File: src/rtl/slew_rate_detector_if.sv
// ----------------------------------------------------------------------------
// slew_rate_detector_if
//   Sample-path bundle for slew_rate_detector.
//   master : drives the sample strobe and sample, observes the measurements.
//   slave  : the detector itself.
// Signals
//   audio_clk_en  1   one-clk sample strobe
//   in            16  signed input sample
//   delta         17  signed in - previous in
//   slew_active   1   detector is not idle
//   slew_dir      1   1 = rising, 0 = falling (0 when idle)
//   peak_delta    16  max |delta| of the current/last event
//   event_count   16  saturating count of direction entries
// ----------------------------------------------------------------------------
interface slew_rate_detector_if;
   logic               audio_clk_en;
   logic signed [15:0] in;
   logic signed [16:0] delta;
   logic               slew_active;
   logic               slew_dir;
   logic [15:0]        peak_delta;
   logic [15:0]        event_count;

   modport master (
      output audio_clk_en, in,
      input  delta, slew_active, slew_dir, peak_delta, event_count
   );

   modport slave (
      input  audio_clk_en, in,
      output delta, slew_active, slew_dir, peak_delta, event_count
   );
endinterface

File: src/rtl/slew_rate_detector.sv
// ----------------------------------------------------------------------------
// slew_rate_detector
//   Measures the per-sample rate of change of a signed 16-bit audio node and
//   flags slewing events: direction, peak step and a saturating event count.
// Ports
//   clk    system clock
//   I_RST  synchronous reset, active-high (wins over the sample strobe)
//   bus    slew_rate_detector_if.slave (strobe, sample, measurement outputs)
// All outputs are registered and change only on a strobed clock edge.
// ----------------------------------------------------------------------------
module slew_rate_detector #(
   parameter int VCC            = 12,
   parameter int SAMPLE_RATE    = 48000,
   parameter int THRESHOLD_RATE = 950,
   parameter int DEBOUNCE       = 2,
   parameter int HOLD_SAMPLES   = 480
) (
   input logic                 clk,
   input logic                 I_RST,
   slew_rate_detector_if.slave bus
);

   // Threshold in LSB per sample: 1 V = 2^14/VCC LSB.
   localparam int          THRESH   = (THRESHOLD_RATE << 14) / VCC / SAMPLE_RATE;
   localparam logic [16:0] THRESH_V = 17'(THRESH);

   localparam int DEB_W  = $clog2(DEBOUNCE + 1);
   localparam int HOLD_W = $clog2(HOLD_SAMPLES + 1);

   localparam logic [1:0] ST_IDLE    = 2'd0;
   localparam logic [1:0] ST_RISING  = 2'd1;
   localparam logic [1:0] ST_FALLING = 2'd2;
   localparam logic [1:0] ST_HOLD    = 2'd3;

   logic [1:0]         state_reg,       state_next;
   logic signed [15:0] prev_in_reg,     prev_in_next;
   logic signed [16:0] delta_reg,       delta_next;
   logic               slew_active_reg, slew_active_next;
   logic               slew_dir_reg,    slew_dir_next;
   logic [15:0]        peak_reg,        peak_next;
   logic [15:0]        event_reg,       event_next;
   logic [DEB_W-1:0]   dbc_cnt_reg,     dbc_cnt_next;
   logic               dbc_neg_reg,     dbc_neg_next;
   logic [HOLD_W-1:0]  hold_reg,        hold_next;

   // Difference of the current and previous sample, evaluated every clk;
   // only used when the strobe is high.
   logic signed [16:0] diff;
   logic [16:0]        diff_abs17;
   logic [15:0]        diff_abs;
   logic               diff_neg;
   logic               over;
   logic [15:0]        peak_max;
   logic [DEB_W-1:0]   dbc_cand;
   logic               enter;

   always_comb begin
      diff       = {bus.in[15], bus.in} - {prev_in_reg[15], prev_in_reg};
      diff_neg   = diff[16];
      diff_abs17 = diff_neg ? (17'd0 - diff) : diff;
      // Magnitude never exceeds 65535, so the top bit is always clear.
      diff_abs   = diff_abs17[15:0];
      over       = diff_abs17 > THRESH_V;
      peak_max   = (diff_abs > peak_reg) ? diff_abs : peak_reg;
   end

   always_comb begin
      state_next       = state_reg;
      prev_in_next     = prev_in_reg;
      delta_next       = delta_reg;
      slew_active_next = slew_active_reg;
      slew_dir_next    = slew_dir_reg;
      peak_next        = peak_reg;
      event_next       = event_reg;
      dbc_cnt_next     = dbc_cnt_reg;
      dbc_neg_next     = dbc_neg_reg;
      hold_next        = hold_reg;
      dbc_cand         = '0;
      enter            = 1'b0;

      if (bus.audio_clk_en) begin
         prev_in_next = bus.in;
         delta_next   = diff;

         case (state_reg)
            ST_IDLE: begin
               // A non-zero count means the previous sample was over, with
               // sign dbc_neg_reg.
               if (over && (dbc_cnt_reg != '0) && (dbc_neg_reg == diff_neg))
                  dbc_cand = dbc_cnt_reg + 1'b1;
               else
                  dbc_cand = over ? DEB_W'(1) : '0;
               dbc_neg_next = diff_neg;
               if (dbc_cand == DEB_W'(DEBOUNCE)) begin
                  state_next   = diff_neg ? ST_FALLING : ST_RISING;
                  peak_next    = diff_abs;
                  dbc_cnt_next = '0;
                  enter        = 1'b1;
               end else begin
                  dbc_cnt_next = dbc_cand;
               end
            end
            ST_RISING, ST_FALLING: begin
               peak_next = peak_max;
               if (over) begin
                  // Reversal switches direction immediately, no debounce.
                  if (diff_neg && (state_reg == ST_RISING)) begin
                     state_next = ST_FALLING;
                     enter      = 1'b1;
                  end else if (!diff_neg && (state_reg == ST_FALLING)) begin
                     state_next = ST_RISING;
                     enter      = 1'b1;
                  end
               end else begin
                  state_next = ST_HOLD;
                  hold_next  = HOLD_W'(HOLD_SAMPLES);
               end
            end
            default: begin // ST_HOLD
               peak_next = peak_max;
               if (over) begin
                  state_next = diff_neg ? ST_FALLING : ST_RISING;
                  hold_next  = '0;
                  enter      = 1'b1;
               end else begin
                  hold_next = hold_reg - 1'b1;
                  if (hold_reg == HOLD_W'(1))
                     state_next = ST_IDLE;
               end
            end
         endcase

         if (enter && (event_reg != 16'hFFFF))
            event_next = event_reg + 16'd1;

         slew_active_next = (state_next != ST_IDLE);
         case (state_next)
            ST_RISING:  slew_dir_next = 1'b1;
            ST_FALLING: slew_dir_next = 1'b0;
            ST_HOLD:    slew_dir_next = slew_dir_reg;
            default:    slew_dir_next = 1'b0;
         endcase
      end
   end

   always_ff @(posedge clk) begin
      if (I_RST) begin
         state_reg       <= ST_IDLE;
         prev_in_reg     <= '0;
         delta_reg       <= '0;
         slew_active_reg <= 1'b0;
         slew_dir_reg    <= 1'b0;
         peak_reg        <= '0;
         event_reg       <= '0;
         dbc_cnt_reg     <= '0;
         dbc_neg_reg     <= 1'b0;
         hold_reg        <= '0;
      end else begin
         state_reg       <= state_next;
         prev_in_reg     <= prev_in_next;
         delta_reg       <= delta_next;
         slew_active_reg <= slew_active_next;
         slew_dir_reg    <= slew_dir_next;
         peak_reg        <= peak_next;
         event_reg       <= event_next;
         dbc_cnt_reg     <= dbc_cnt_next;
         dbc_neg_reg     <= dbc_neg_next;
         hold_reg        <= hold_next;
      end
   end

   assign bus.delta       = delta_reg;
   assign bus.slew_active = slew_active_reg;
   assign bus.slew_dir    = slew_dir_reg;
   assign bus.peak_delta  = peak_reg;
   assign bus.event_count = event_reg;

endmodule

File: src/flat_wrapper.sv
// flat-port wrapper written by rule: the top's interface ports become plain ports
module slew_rate_detector_flat 
#(
   parameter int VCC            = 12,
   parameter int SAMPLE_RATE    = 48000,
   parameter int THRESHOLD_RATE = 950,
   parameter int DEBOUNCE       = 2,
   parameter int HOLD_SAMPLES   = 480
)
  (clk, I_RST, bus_audio_clk_en, bus_in, bus_delta, bus_slew_active, bus_slew_dir, bus_peak_delta, bus_event_count);
  slew_rate_detector_if bus_i ();
  input logic clk;
  input logic I_RST;
  input wire logic [$bits(bus_i.audio_clk_en)-1:0] bus_audio_clk_en;
  input wire logic [$bits(bus_i.in)-1:0] bus_in;
  output wire logic [$bits(bus_i.delta)-1:0] bus_delta;
  output wire logic [$bits(bus_i.slew_active)-1:0] bus_slew_active;
  output wire logic [$bits(bus_i.slew_dir)-1:0] bus_slew_dir;
  output wire logic [$bits(bus_i.peak_delta)-1:0] bus_peak_delta;
  output wire logic [$bits(bus_i.event_count)-1:0] bus_event_count;
  assign bus_i.audio_clk_en = bus_audio_clk_en;
  assign bus_i.in = bus_in;
  assign bus_delta = bus_i.delta;
  assign bus_slew_active = bus_i.slew_active;
  assign bus_slew_dir = bus_i.slew_dir;
  assign bus_peak_delta = bus_i.peak_delta;
  assign bus_event_count = bus_i.event_count;
  slew_rate_detector #(.VCC(VCC), .SAMPLE_RATE(SAMPLE_RATE), .THRESHOLD_RATE(THRESHOLD_RATE), .DEBOUNCE(DEBOUNCE), .HOLD_SAMPLES(HOLD_SAMPLES)) u_core (.clk(clk), .I_RST(I_RST), .bus(bus_i));
endmodule
File: config.mk
export PLATFORM = sky130hd
export DESIGN_NAME = slew_rate_detector_flat
export DESIGN_NICKNAME = d
export VERILOG_FILES = /design/src/rtl/slew_rate_detector_if.sv /design/src/rtl/slew_rate_detector.sv /design/src/flat_wrapper.sv
export SDC_FILE = /design/constraint.sdc
export NUM_CORES = 1
export LEC_CHECK = 0
export ABC_AREA = 1
export CORE_MARGIN = 5
export CORE_UTILIZATION = 43
export DETAILED_ROUTE_END_ITERATION = 10
export PLACE_DENSITY = 0.67
export SYNTH_ARGS = -nofsm -noshare
export SYNTH_HDL_FRONTEND = slang
export SYNTH_SLANG_ARGS = --single-unit
export TNS_END_PERCENT = 20
File: constraint.sdc
create_clock -name clk -period 4.5 [get_ports clk]
set_input_delay 0.675 -clock clk [delete_from_list [all_inputs] [get_ports clk]]
set_output_delay 0.675 -clock clk [all_outputs]
set_load 0.01 [all_outputs]
== Word level (Yosys, flattened, before mapping) ==
Cells that the tools add are included.

* $add $sub $neg: 5
* Multiply operators: 0
* Div/mod/pow operators: 0
* Order comparisons: 2
* Equal/unequal tests: 10
* Shifts and indexed selects: 0
* Multiplexer cells: 29
* Bitwise logic cells: 2
* Reduce and logical (&&, ||, !) cells: 16

{| class="wikitable"
|+ Operator list
! kind !! number
|-
| two-way mux 16 bit || 3
|-
| two-way mux 2 bit || 12
|-
| two-way mux 9 bit || 2
|-
| one-hot mux 9 bit (2 select lines) || 1
|-
| greater-than comparator 17 x 5 -> 1 bit (second input constant) || 1
|-
| two-way mux 17 bit || 1
|-
| subtractor 1 x 17 -> 17 bit (first input constant) || 1
|-
| subtractor 16 x 16 -> 17 bit || 1
|-
| adder 16 x 1 -> 16 bit (second input constant) || 1
|-
| greater-than comparator 16 bit || 1
|-
| inequality test 16 bit (second input constant) || 1
|-
| == test 9 x 1 -> 1 bit (second input constant) || 1
|-
| subtractor 9 x 1 -> 9 bit (second input constant) || 1
|-
| two-way mux 1 bit || 7
|-
| == test 2 bit (second input constant) || 3
|-
| AND reduction 2 bit || 3
|-
| AND reduction 3 bit || 2
|-
| nonzero test 2 bit || 3
|-
| logical AND 1 bit || 5
|-
| == test 2 x 1 -> 1 bit (second input constant) || 2
|-
| one-hot mux 1 bit (2 select lines) || 2
|-
| one-hot mux 2 bit (2 select lines) || 1
|-
| adder 2 x 1 -> 2 bit (second input constant) || 1
|-
| logical NOT 2 bit || 1
|-
| other kinds (6) || 7
|}

* Register bits after elaboration: 81
* Latch bits: 0
* Memory bits (writable): 0
* ROM bits: 0
* Input bits: 19
* Output and inout port bits: 51
* Memories: 0

== Longest topological paths before layout ==
* Depth in word-level cells: 16
* Gate-level depth with buffers: 32
* Gate-level depth less buffers: 32

== Least setup slack after synthesis ==
OpenSTA, ideal clock, no wires.

* Path kind: input to register
* Start: input port bus_in[0]
* End: register u_core.peak_reg[3], in the netlist u_core.bus.peak_delta[3]
* Library setup time: 0.115 ns
* Data arrival time: 3.680 ns
* Data required time: 4.385 ns
* Slack: 0.705 ns
* Stages on the path: 31
* Cell sequence: inv_1 > ha_1 > inv_1 > fa_1 > inv_1 > nand2_1 > nand2_2 > nand2_1 > nor2_1 > nand2_1 > nor2_1 > nand3_1 > nor2_1 > nand2_1 > nand2_2 > o211ai_1 > nand2_1 > inv_1 > ha_1 > nand2_1 > nor2_1 > nand2_1 > nor2_1 > nand3_1 > nand3_1 > nand2_1 > nand2_2 > buf_4 > nand3_1 > nand2_1 > nor2_1

* Longest elaborated chain between the ends: 12
* Elaborated cells on any way between the ends: 19
* Classes of those cells: add/sub: 2; order compare: 2; eq/ne: 3; mux: 8; reduce/logical: 4

{| class="wikitable"
|+ RTL lines
! element !! RTL line !! text
|-
| from (decl) || flat_wrapper.sv:15 || <nowiki>input wire logic [$bits(bus_i.in)-1:0] bus_in;</nowiki>
|-
| subtractor 16 x 16 -> 17 bit * || slew_rate_detector.sv:58 || <nowiki>diff = {bus.in[15], bus.in} - {prev_in_reg[15], prev_in_reg};</nowiki>
|-
| subtractor 1 x 17 -> 17 bit || slew_rate_detector.sv:60 || <nowiki>diff_abs17 = diff_neg ? (17'd0 - diff) : diff;</nowiki>
|-
| two-way mux 17 bit * || slew_rate_detector.sv:60 ||
|-
| net u_core.diff_abs17[13] || slew_rate_detector.sv:49 || <nowiki>logic [16:0] diff_abs17;</nowiki>
|-
| greater-than comparator 17 x 5 -> 1 bit || slew_rate_detector.sv:63 || <nowiki>over = diff_abs17 > THRESH_V;</nowiki>
|-
| logical AND 1 bit (2 in a row) || slew_rate_detector.sv:89 || <nowiki>if (over && (dbc_cnt_reg != '0) && (dbc_neg_reg == diff_neg))</nowiki>
|-
| two-way mux 2 bit || slew_rate_detector.sv:89 ||
|-
| two-way mux 2 bit || slew_rate_detector.sv:85 || <nowiki>case (state_reg)</nowiki>
|-
| two-way mux 2 bit || slew_rate_detector.sv:81 || <nowiki>if (bus.audio_clk_en) begin</nowiki>
|-
| == test 2 bit || slew_rate_detector.sv:94 || <nowiki>if (dbc_cand == DEB_W'(DEBOUNCE)) begin</nowiki>
|-
| inequality test 2 x 1 -> 1 bit (no source line) || - ||
|-
| AND reduction 3 bit (no source line) * || - ||
|-
| to (signal assigned) || slew_rate_detector.sv:164 || <nowiki>peak_reg <= peak_next;</nowiki>
|-
| to (decl) || slew_rate_detector.sv:40 || <nowiki>logic [15:0] peak_reg, peak_next;</nowiki>
|}

The timed path passes the listed nets; every way through them passes the cells marked *. The select of a mux whose other input is x is not followed.
A chain may end at the register's enable or synchronous reset.

== Worst setup path after layout ==
* Start: input port bus_in[0]
* End: register u_core.peak_reg[5], in the netlist u_core.bus.peak_delta[5]

Same word-level chain as after synthesis.

==> results.md <==
- Outcome: finished clean
- Initial antenna violation count: 0
- Fmax: 0.242 GHz
- Final hold vios: 0
- Clock sinks: 81
- Clock Path Buffers: 2
- GRT overflow: 0
- Worst-Margin Slew: 0.888 ns
- Pre-antenna DRT Iters: 7
- CP endpoint kind: flip-flop
- Register area share after synthesis: 27.1%
- Nets: 1105
- Post-DP Area: 7040 µm²
- Hpwl dp: 11500 µm
- Pleak: 3.55 nW
- Starting Density: 43.4%
- Diodes inserted: 0
- Finished Core Util: 54.2%
- Syn nets: 1011
- Global Route Usage Sum: 18.6%
- Crit path arrival time: 4.38 ns
- Critical Path RT: 4.74 ns
- Vias per cell: 4.87
- Vias in the first global route: 5374
- Flops & latches, synth: 81
- DRC viols: 0
- Sw Ratio: 36.2%
- Fraction of layout instances using a drive strength above 1: 10.9%
- Post-synth EDFFs: 0
- Tcrit/Tclk final: 92.0%
- ANT nets after route: 0
- Max reg flops: 17
- Layout area overhead: 24.8%
- IO Pins: 70
- Die height: 128 µm
- Cells after synthesis: 951
- Routed WL: 15000 µm
- Fin area: 7460 µm²
- Max_cap viols: 0
- Post-Route Skew: 0.00800 ns
- Most frequent cells in the layout: nand2_1, inv_1, dfxtp_1
- CTS H-tree depth: 3
- Die Footprint: 16400 µm²
- Critical-path maximum fanout: 15
- Largest net degree at the start of global routing: 70
- Vias: 5989
- Final setup viols: 0
- Multi-input gate area: 3690 µm²
- Slew HR: 40.7%
- Filler cells: 1436
- Hold WC Path Type: flip-flop to flip-flop
- Pwr per Cell Area: 366 nW/µm²
- Clock power frac: 29.1%
- Ys flop type: dfxtp_1
- Worst skew pair latency: 0.35 ns
- Area of the core: 13800 µm²
- Leading cell type in the layout, fill and taps excluded: nand2_1
- Cell-internal power: 1.74 mW
- CTS tree: done
- Dpl cells: 1212
- Die width: 128 µm
- Place WS: -0.160 ns
- Clock slew at reported path FFs: 0.06 ns
- Fin Setup TNS: 0 ns
- Routability cong.: 0.913
- Sequential group share of total power: 30.0%
- Tmin final: 4.14 ns
- CTS buffer count: 9
- CP startpoint kind: primary input
- Routed length per placed instance: 12.2 µm
- NetSw: 990 µW
- Peak supply drop: 209 µV
- Setup ws final: 0.361 ns
- Synth unique cells: 37
- Fin cells: 1230
- Crit Path Category: primary input to flip-flop
- FP Rows: 43
- Ys async rst share: 0%
- Yosys warning total: 0
- Clock root cell: clkbuf_16
- Port Buf Inserts: 69
- Mapped Area: 5980 µm²
- Max-slew violation count: 0
- Global-route wire length before repair: 25200 µm
- Combinational share of power: 40.8%
- Post-Syn Area per Cell: 6.29 µm²
- # hold bufs at CTS: 0
- Initial DRC count: 339
- Sequential cell area: 1620 µm²
==> synthesized netlist by cell type (3+ instances only) <==
cell type | number | area, µm²
nor4_1 | 3 | 18.8
nand2_2 | 16 | 100
xnor2_1 | 6 | 52.6
a31oi_1 | 6 | 37.5
o21ai_1 | 5 | 25.0
o21ai_0 | 36 | 180
nor3_1 | 8 | 40.0
xor2_1 | 23 | 201
nor2_1 | 81 | 304
and2_1 | 3 | 18.8
ha_1 | 40 | 500
inv_1 | 148 | 556
nand3_2 | 4 | 40.0
dfxtp_1 | 81 | 1620
inv_2 | 5 | 18.8
nand3b_1 | 3 | 22.5
nand4_1 | 11 | 68.8
a21oi_1 | 75 | 375
o211ai_1 | 16 | 120
clkbuf_1 | 15 | 56.3
nand2_1 | 255 | 957
buf_4 | 4 | 30.0
nand2_4 | 3 | 33.8
nand3_1 | 81 | 405
buf_1 | 3 | 11.3
nor2_2 | 7 | 43.8
==> worst max-delay path, cell delays in order <==
cell	delay [ns]
clkdlybuf4s50_1	0.41
inv_2	0.08
ha_2	0.17
inv_2	0.04
fa_2	0.37
nand2_2	0.11
nand2_2	0.09
nand3_2	0.11
nand2_2	0.08
nand2_2	0.08
nand3_1	0.18
nand2_8	0.19
nand2_1	0.08
xor2_1	0.14
buf_4	0.14
ha_1	0.31
nand3_1	0.11
nor2_1	0.10
nand2_1	0.06
o211ai_1	0.11
nand3_2	0.10
nand3_2	0.08
nand2_2	0.06
nand2_4	0.13
buf_4	0.16
nand3_1	0.07
nand2_1	0.09
nor2_1	0.04
==> power groups by stage <==
stage | sequential [mW] | combinational [mW] | clock (mW)
floorplan | 0.848 | 0.693 | 0
global placement | 0.835 | 1.06 | 0
detailed placement | 0.836 | 1.07 | 0
CTS | 0.821 | 1.07 | 0.817
global route | 0.829 | 1.27 | 0.848
finish | 0.820 | 1.12 | 0.797
==> cells by family after synthesis <==
family | synth area share, %
DFF | 27.1
xor gates and xnor gates | 4.52
buffers and inverters | 12.3
AOI/OAI and AO/OA | 12.7
and+or+nand+nor | 34.6
adders and majority gates | 8.70
==> metal layers <==
metal / up-vias / track usage (%) / wire, µm
met5: - / 0 / 0
met4: 0 / 5.93 / 291
met3: 17 / 3.83 / 722
met2: 125 / 28.4 / 6480
met1: 2626 / 26.3 / 7500
li1: 3221 / - / -
==> final cells by class <==
class                           count  share of cell area (%)
Clock buffer                       10                    3.07
Clock inverter                      6                    1.21
Inverter                          155                    7.86
Multi-Input combinational cell    688                    49.5
Sequential cell                    81                    21.7
Tap cell                          180                    3.02
Timing Repair Buffer              110                    13.6
==> final timing paths <==
| kind | cells past startpoint | slack, ns | from | endpoint |
|---|---|---|---|---|
| setup / recovery | 28 | 0.36 | bus_in[0] | u_core.bus.peak_delta[5]$_SDFFE_PP0P_ |
| hold / removal | 2 | 0.46 | u_core.prev_in_reg[4]$_SDFFE_PP0P_ | u_core.prev_in_reg[4]$_SDFFE_PP0P_ |
| setup reg to reg | 28 | 0.84 | u_core.prev_in_reg[3]$_SDFFE_PP0P_ | u_core.bus.peak_delta[5]$_SDFFE_PP0P_ |
| hold reg to reg | 2 | 0.46 | u_core.prev_in_reg[4]$_SDFFE_PP0P_ | u_core.prev_in_reg[4]$_SDFFE_PP0P_ |
==> per-stage QoR <==
stage,hold WS (ns),power [mW]
after global routing,0.480,2.95
after CTS,0.461,2.71
after global placement,0.444,1.89
after detailed placement,0.452,1.90
after floorplan,0.433,1.54
final,0.459,2.73
==> what timing repair did <==
item	4_1_cts	5_1_grt
gates resized for setup	0	24
buffers inserted	0	1
setup endpoints to repair	0	17
Note: power is estimated with default switching activity, not from simulation.
